[config.mk]
export PLATFORM = sky130hd
export DESIGN_NAME = uart_frame_loader_flat
export DESIGN_NICKNAME = d
export VERILOG_FILES = /design/src/rtl/uart_frame_loader_if.sv /design/src/rtl/uart_frame_loader.sv /design/src/flat_wrapper.sv
export SDC_FILE = /design/constraint.sdc
export NUM_CORES = 1
export LEC_CHECK = 0
export CAP_MARGIN = 20
export CORE_ASPECT_RATIO = 1.2
export CORE_MARGIN = 1
export CORE_UTILIZATION = 55
export CTS_BUF_LIST = sky130_fd_sc_hd__clkbuf_2
export CTS_CLUSTER_DIAMETER = 50
export DETAILED_ROUTE_END_ITERATION = 8
export GPL_TIMING_DRIVEN = 0
export PLACE_DENSITY_LB_ADDON = 0.3
export SYNTH_ARGS = -nofsm -noshare
export SYNTH_HDL_FRONTEND = slang
export SYNTH_SLANG_ARGS = --single-unit
export TNS_END_PERCENT = 100
[constraint.sdc]
create_clock -name clk_in -period 2.4 [get_ports clk_in]
set_input_delay 0.24 -clock clk_in [delete_from_list [all_inputs] [get_ports clk_in]]
set_output_delay 0.24 -clock clk_in [all_outputs]
set_load 0.005 [all_outputs]
[src/rtl/uart_frame_loader_if.sv]
// uart_frame_loader port bundle: byte stream in, frame-buffer write port
// and status out. slave = loader side, master = driver side.
interface uart_frame_loader_if #(
  parameter int ADDR_W = 17
);
  logic              rx_valid;
  logic [7:0]        rx_data;
  logic [ADDR_W-1:0] cfg_base_addr;
  logic              wr_valid;
  logic              wr_ready;
  logic [ADDR_W-1:0] wr_addr;
  logic [7:0]        wr_data;
  logic              busy;
  logic              frame_done;
  logic              err_chk;
  logic              err_timeout;
  logic              err_overrun;

  modport slave (
    input  rx_valid,
    input  rx_data,
    input  cfg_base_addr,
    input  wr_ready,
    output wr_valid,
    output wr_addr,
    output wr_data,
    output busy,
    output frame_done,
    output err_chk,
    output err_timeout,
    output err_overrun
  );

  modport master (
    output rx_valid,
    output rx_data,
    output cfg_base_addr,
    output wr_ready,
    input  wr_valid,
    input  wr_addr,
    input  wr_data,
    input  busy,
    input  frame_done,
    input  err_chk,
    input  err_timeout,
    input  err_overrun
  );
endinterface

[src/rtl/uart_frame_loader.sv]
// Parses SYNC/LEN/payload byte frames into frame-buffer writes.
// Define UART_LOADER_CHECKSUM_EN to require a trailing XOR byte.
module uart_frame_loader #(
  parameter int          ADDR_W      = 17,
  parameter logic [7:0]  SYNC_BYTE   = 8'hA5,
  parameter int          TIMEOUT_CYC = 1000000
) (
  input logic             clk_in,
  input logic             n_rst,
  uart_frame_loader_if.slave bus
);

  localparam int TW = $clog2(TIMEOUT_CYC + 1);

  typedef enum logic [2:0] {
    S_IDLE,
    S_LEN_H,
    S_LEN_L,
    S_PAYLOAD,
    S_CHECK,
    S_DONE
  } state_t;

  state_t            state_q;
  state_t            state_d;
  logic [7:0]        len_hi_q;
  logic [15:0]       remain_q;
  logic [ADDR_W-1:0] addr_q;
  logic [ADDR_W-1:0] wr_addr_q;
  logic [7:0]        wr_data_q;
  logic              wr_valid_q;
  logic [TW-1:0]     timer_q;
  logic              done_q;
  logic              err_to_q;
  logic              err_ov_q;

  logic start;
  logic lat_hi;
  logic lat_lo;
  logic load;
  logic ovr;
  logic tmo;
  logic done;
  logic wr_acc;
  logic stall;
  logic rx_ok;
  logic timer_hit;

`ifdef UART_LOADER_CHECKSUM_EN
  logic [7:0] chk_q;
  logic       err_chk_q;
  logic       chk_bad;
`endif

  assign wr_acc    = wr_valid_q & bus.wr_ready;
  assign stall     = bus.rx_valid & wr_valid_q
                   & ~bus.wr_ready;
  assign rx_ok     = bus.rx_valid & ~stall;
  assign timer_hit = (timer_q == TW'(TIMEOUT_CYC - 1));

  always_ff @(posedge clk_in or negedge n_rst) begin
    if (!n_rst) begin
      state_q <= S_IDLE;
    end else begin
      state_q <= state_d;
    end
  end

  always_comb begin
    state_d = state_q;
    start   = 1'b0;
    lat_hi  = 1'b0;
    lat_lo  = 1'b0;
    load    = 1'b0;
    ovr     = 1'b0;
    tmo     = 1'b0;
    done    = 1'b0;
`ifdef UART_LOADER_CHECKSUM_EN
    chk_bad = 1'b0;
`endif
    unique case (state_q)
      S_IDLE: begin
        if (bus.rx_valid &&
            bus.rx_data == SYNC_BYTE) begin
          start   = 1'b1;
          state_d = S_LEN_H;
        end
      end
      S_LEN_H: begin
        if (rx_ok) begin
          lat_hi  = 1'b1;
          state_d = S_LEN_L;
        end
      end
      S_LEN_L: begin
        if (rx_ok) begin
          lat_lo = 1'b1;
          if ({len_hi_q, bus.rx_data} == 16'd0) begin
`ifdef UART_LOADER_CHECKSUM_EN
            state_d = S_CHECK;
`else
            done    = 1'b1;
            state_d = S_IDLE;
`endif
          end else begin
            state_d = S_PAYLOAD;
          end
        end
      end
      S_PAYLOAD: begin
        if (rx_ok) begin
          load = 1'b1;
          if (remain_q == 16'd1) begin
`ifdef UART_LOADER_CHECKSUM_EN
            state_d = S_CHECK;
`else
            state_d = S_DONE;
`endif
          end
        end
      end
`ifdef UART_LOADER_CHECKSUM_EN
      S_CHECK: begin
        if (rx_ok) begin
          state_d = S_IDLE;
          if (bus.rx_data == chk_q) begin
            done = 1'b1;
          end else begin
            chk_bad = 1'b1;
          end
        end
      end
`else
      // Last write must drain before the frame is reported complete.
      S_DONE: begin
        if (!wr_valid_q || wr_acc) begin
          done    = 1'b1;
          state_d = S_IDLE;
        end
      end
`endif
      default: state_d = S_IDLE;
    endcase
    if (state_q != S_IDLE) begin
      if (stall) begin
        ovr     = 1'b1;
        state_d = S_IDLE;
      end else if (!bus.rx_valid &&
                   timer_hit && !done) begin
        tmo     = 1'b1;
        state_d = S_IDLE;
      end
    end
  end

  always_ff @(posedge clk_in or negedge n_rst) begin
    if (!n_rst) begin
      len_hi_q   <= '0;
      remain_q   <= '0;
      addr_q     <= '0;
      wr_addr_q  <= '0;
      wr_data_q  <= '0;
      wr_valid_q <= 1'b0;
      timer_q    <= '0;
      done_q     <= 1'b0;
      err_to_q   <= 1'b0;
      err_ov_q   <= 1'b0;
    end else begin
      done_q <= done;
      if (start) begin
        addr_q   <= bus.cfg_base_addr;
        err_to_q <= 1'b0;
        err_ov_q <= 1'b0;
      end
      if (ovr) err_ov_q <= 1'b1;
      if (tmo) err_to_q <= 1'b1;
      if (lat_hi) len_hi_q <= bus.rx_data;
      if (lat_lo) remain_q <= {len_hi_q, bus.rx_data};
      if (load) begin
        wr_data_q <= bus.rx_data;
        wr_addr_q <= addr_q;
        addr_q    <= addr_q + ADDR_W'(1);
        remain_q  <= remain_q - 16'd1;
      end
      if (ovr || tmo) begin
        wr_valid_q <= 1'b0;
      end else if (load) begin
        wr_valid_q <= 1'b1;
      end else if (wr_acc) begin
        wr_valid_q <= 1'b0;
      end
      if (state_d == S_IDLE || bus.rx_valid) begin
        timer_q <= '0;
      end else begin
        timer_q <= timer_q + TW'(1);
      end
    end
  end

`ifdef UART_LOADER_CHECKSUM_EN
  always_ff @(posedge clk_in or negedge n_rst) begin
    if (!n_rst) begin
      chk_q     <= '0;
      err_chk_q <= 1'b0;
    end else begin
      if (start) begin
        chk_q     <= '0;
        err_chk_q <= 1'b0;
      end
      if (load) chk_q <= chk_q ^ bus.rx_data;
      if (chk_bad) err_chk_q <= 1'b1;
    end
  end

  assign bus.err_chk = err_chk_q;
`else
  assign bus.err_chk = 1'b0;
`endif

  assign bus.wr_valid    = wr_valid_q;
  assign bus.wr_addr     = wr_addr_q;
  assign bus.wr_data     = wr_data_q;
  assign bus.busy        = (state_q != S_IDLE);
  assign bus.frame_done  = done_q;
  assign bus.err_timeout = err_to_q;
  assign bus.err_overrun = err_ov_q;

endmodule

[src/flat_wrapper.sv]
// flat-port wrapper written by rule: the top's interface ports become plain ports
module uart_frame_loader_flat 
#(
  parameter int          ADDR_W      = 17,
  parameter logic [7:0]  SYNC_BYTE   = 8'hA5,
  parameter int          TIMEOUT_CYC = 1000000
)
  (clk_in, n_rst, bus_rx_valid, bus_rx_data, bus_cfg_base_addr, bus_wr_ready, bus_wr_valid, bus_wr_addr, bus_wr_data, bus_busy, bus_frame_done, bus_err_chk, bus_err_timeout, bus_err_overrun);
  uart_frame_loader_if #(.ADDR_W(ADDR_W)) bus_i ();
  input logic clk_in;
  input logic n_rst;
  input wire logic [$bits(bus_i.rx_valid)-1:0] bus_rx_valid;
  input wire logic [$bits(bus_i.rx_data)-1:0] bus_rx_data;
  input wire logic [$bits(bus_i.cfg_base_addr)-1:0] bus_cfg_base_addr;
  input wire logic [$bits(bus_i.wr_ready)-1:0] bus_wr_ready;
  output wire logic [$bits(bus_i.wr_valid)-1:0] bus_wr_valid;
  output wire logic [$bits(bus_i.wr_addr)-1:0] bus_wr_addr;
  output wire logic [$bits(bus_i.wr_data)-1:0] bus_wr_data;
  output wire logic [$bits(bus_i.busy)-1:0] bus_busy;
  output wire logic [$bits(bus_i.frame_done)-1:0] bus_frame_done;
  output wire logic [$bits(bus_i.err_chk)-1:0] bus_err_chk;
  output wire logic [$bits(bus_i.err_timeout)-1:0] bus_err_timeout;
  output wire logic [$bits(bus_i.err_overrun)-1:0] bus_err_overrun;
  assign bus_i.rx_valid = bus_rx_valid;
  assign bus_i.rx_data = bus_rx_data;
  assign bus_i.cfg_base_addr = bus_cfg_base_addr;
  assign bus_i.wr_ready = bus_wr_ready;
  assign bus_wr_valid = bus_i.wr_valid;
  assign bus_wr_addr = bus_i.wr_addr;
  assign bus_wr_data = bus_i.wr_data;
  assign bus_busy = bus_i.busy;
  assign bus_frame_done = bus_i.frame_done;
  assign bus_err_chk = bus_i.err_chk;
  assign bus_err_timeout = bus_i.err_timeout;
  assign bus_err_overrun = bus_i.err_overrun;
  uart_frame_loader #(.ADDR_W(ADDR_W), .SYNC_BYTE(SYNC_BYTE), .TIMEOUT_CYC(TIMEOUT_CYC)) u_core (.clk_in(clk_in), .n_rst(n_rst), .bus(bus_i));
endmodule
==> flow_metrics.tcl <==
set metrics [dict create \
    fin_area_mm2 0.005356 \
    sw_frac_of_total_pct 37.35 \
    failed_checks "DRC" \
    grt_pass1_wl_mm 18.01 \
    powerDensity_mw_per_mm2 988.6 \
    clkPwrFrac_pct 15.0 \
    drv_cap 0 \
    grt_pass1_vias 3851 \
    antenna_found_initial 0 \
    synth_edf_count 0 \
    grt_max_degree 50 \
    grt_usage_pct 26.81 \
    hp-class "primary input to register" \
    synthCells 486 \
    ant_nets 0 \
    leakagePower_uw 0.002291 \
    yosys_register_bits 93 \
    status "complete, but fails checks" \
    first_pass_iters 7 \
    n_antenna_cell 0 \
    placed_area_mm2 0.005202 \
    cts.path.max_buffers 2 \
    synthTopCellsByArea "dfrtp_1 (52%), nand2_1 (8.5%), nor2_1 (5.2%)" \
    cts_tree "yes" \
    vdd_drop_max_uv 382.0 \
    setup_viol_count_final 0 \
    grt_overflow 0 \
    p_seq_share_pct 47.1 \
    start_util_pct 57.62 \
    finalHoldViolations 0 \
    finalCriticalPeriod_ns 2.249 \
    routed_wl_mm 10.64 \
    cp.required_ns 2.87 \
    synth_cell_type_count 53 \
    via_per_inst 5.907 \
    worstSetupPathType "register to register" \
    htreeDepth 3 \
    yosysSeqAreaShare_pct 51.81 \
    fp.coreArea_mm2 0.007795 \
    critPathArrivalTime_ns 2.72 \
    synth_ff_type "dfrtp_1" \
    critPathLaunchType "register" \
    routed-via-count 3863 \
    rsz0062_at_grt "false" \
    crit_path_end_kind "register" \
    clock-sinks 93 \
    cts_buffers 9 \
    skew_ns 0.05399 \
    post-dp-hpwl_mm 7.708 \
    io_buffers 57 \
    p_int_uw 3318 \
    drc 5 \
    die_x_um 84.50 \
    die_h_um 101.0 \
    cts.clk_slew.worst_paths_ns 0.28 \
    root_buffer "clkbuf_2" \
    nets 590 \
    max_slew_margin_pct 45.49 \
    comb_power_share_pct 37.9 \
    synth_fp_nets 519 \
    ys.warnings.count 0 \
    power.switching_uw 1978 \
    routabilityCongestion 0.8891 \
    num_rows 35 \
    drive_above_1_share_pct 9.431 \
    critPathMaxFanout 7 \
    routedWlPerCell_um 16.26 \
    synth.largest_area_cell "dfrtp_1" \
    synth_top_area_share_pct 51.81 \
    fmax_mhz 444.6 \
    syn-cell-area_mm2 0.004492 \
    first_iter_violations 243 \
    async_reset_ff_share_pct 100.0 \
    utilization_pct 68.72 \
    insertion_delay_ns 0.58 \
    power_uw 5295 \
    area_growth_pct 19.25 \
    pin_count 60 \
    min_period_over_period_pct 93.71 \
    die_area_mm2 0.008534 \
    synth.avg_cell_area_um2 9.242 \
    worst_pin_slew_ns 0.8102 \
    maxSlewViolCount 0 \
]
power groups by stage:
| stage | clock network (uW) | logic (uW) | registers (uW) |
|---|---|---|---|
| 2_1_floorplan | 0 | 1190 | 2440 |
| 3_3_place_gp | 0 | 1920 | 2490 |
| 3_5_place_dp | 0 | 1980 | 2520 |
| 4_1_cts | 804 | 1990 | 2480 |
| 5_1_grt | 855 | 2260 | 2560 |
| 6_report | 794 | 2010 | 2490 |
sequential cells by signal (all words and copies together), names as in the netlist, 3 cells and up:
name                cells
u_core.timer_q         20
u_core.addr_q          17
u_core.bus.wr_addr     17
u_core.remain_q        16
u_core.bus.wr_data      8
u_core.len_hi_q         8
u_core.state_q          3
cell usage after synthesis, types with 2 or more instances:
master and number:
o21ai_1 2, inv_1 11, xor2_1 8, xnor2_1 10, o311ai_0 6, o211ai_1 7, nand2_1 102, clkbuf_1 14
buf_1 3, ha_1 4, a21oi_1 15, and4_1 6, nor3_1 10, o22a_1 2, buf_2 4, a311oi_1 8
and3_1 5, a211oi_1 14, nor2b_1 3, o22ai_1 2, a31oi_1 5, o21ai_0 10, dfrtp_1 93, nor4_1 7
nor2_1 62, mux2_2 8, nand4_1 8, nand3_1 26, or3_1 4, or3_2 3, clkbuf_8 2
stage by stage:
stage | hold WS, ns | instances | worst slack (ns) | setup TNS [ns]
floorplan | -0.05559 | 486 | 0.3611 | 0
CTS | 0.03357 | 653 | 0.001403 | 0
detailed placement | 0.2819 | 636 | -0.3125 | -8.504
finish | 0.02935 | 654 | 0.1508 | 0
global route | 0.05732 | 654 | 0.02330 | 0
global placement | 0.4582 | 635 | -2.247 | -214.91
cells in the final DEF, fill, tap and decap left out, types with 5 or more instances in the layout:
cell type,Yosys,routed
nand2_1,102,102
dfrtp_1,93,93
nor2_1,62,62
clkdlybuf4s50_1,0,56
nand3_1,26,25
clkbuf_2,1,17
a21oi_1,15,15
a211oi_1,14,14
inv_1,11,11
clkbuf_1,14,10
o21ai_0,10,10
xnor2_1,10,10
nand4_1,8,8
nor3_1,10,8
xor2_1,8,8
a311oi_1,8,8
mux2_2,8,8
nor4_1,7,7
o211ai_1,7,7
and4_1,6,6
o311ai_0,6,6
and3_1,5,5
a31oi_1,5,5
cell type report:
cell class                      instances  area [um2]
Sequential cell                        93        2327
Multi-Input combinational cell        357        2014
Tap cell                               92       115.1
Buffer                                 25       130.1
Inverter                               11       41.29
Clock inverter                          5       60.06
Clock buffer                           11       55.05
Fill cell                             613        2439
Timing Repair Buffer                   60       613.1
final timing paths:
check                                         endpoint  slack (ns)          startpoint  depth (start not counted)
worst max-delay path               u_core.remain_q[15]        0.15  u_core.remain_q[4]                          6
worst max register to register     u_core.remain_q[15]        0.15  u_core.remain_q[4]                          6
worst min register to register       u_core.timer_q[0]        0.49   u_core.timer_q[0]                          1
worst min-delay path            u_core.bus.err_overrun        0.03        bus_rx_valid                          3
min in group asynchronous            u_core.addr_q[13]        0.17               n_rst                          2
max in group asynchronous            u_core.timer_q[3]        1.55               n_rst                          3
critical path, stage by stage, from the launching register on:
cell      delay [ns]
dfrtp_1         0.47
or3_1           0.35
buf_2           0.17
or4_4           0.54
nor3_2          0.29
a211oi_1        0.13
a311oi_1        0.24
layer usage:
| metal | wire length [um] | GRT usage (%) | vias up |
|---|---|---|---|
| met5 | 0 | 0 | - |
| met2 | 5232 | 45.09 | 137 |
| met1 | 4565 | 33.82 | 1851 |
| li1 | - | - | 1851 |
| met4 | 248 | 12.91 | 0 |
| met3 | 590 | 4.586 | 24 |
timing repair:
action,4_1_cts,5_1_grt
setup endpoints to repair,0,37
gates resized for setup,0,12
hold buffers,1,0
hold endpoints to repair,44,0
setup buffers,0,1
cells by family (layout without fill, tap and decap cells):
logic type,after synthesis,in the layout,synth area share [%]
AO/OA/AOI/OAI,81,81,12.73
other,1,1,0.08349
buffers and inverters,36,112,3.677
multiplexers,8,8,2.006
flip-flops,93,93,51.81
AND/OR/NAND/NOR,245,245,25.07
XOR/XNOR,18,18,3.510
adder cells (fa/ha/maj),4,4,1.114
Note: power is estimated with default switching activity, not from simulation.
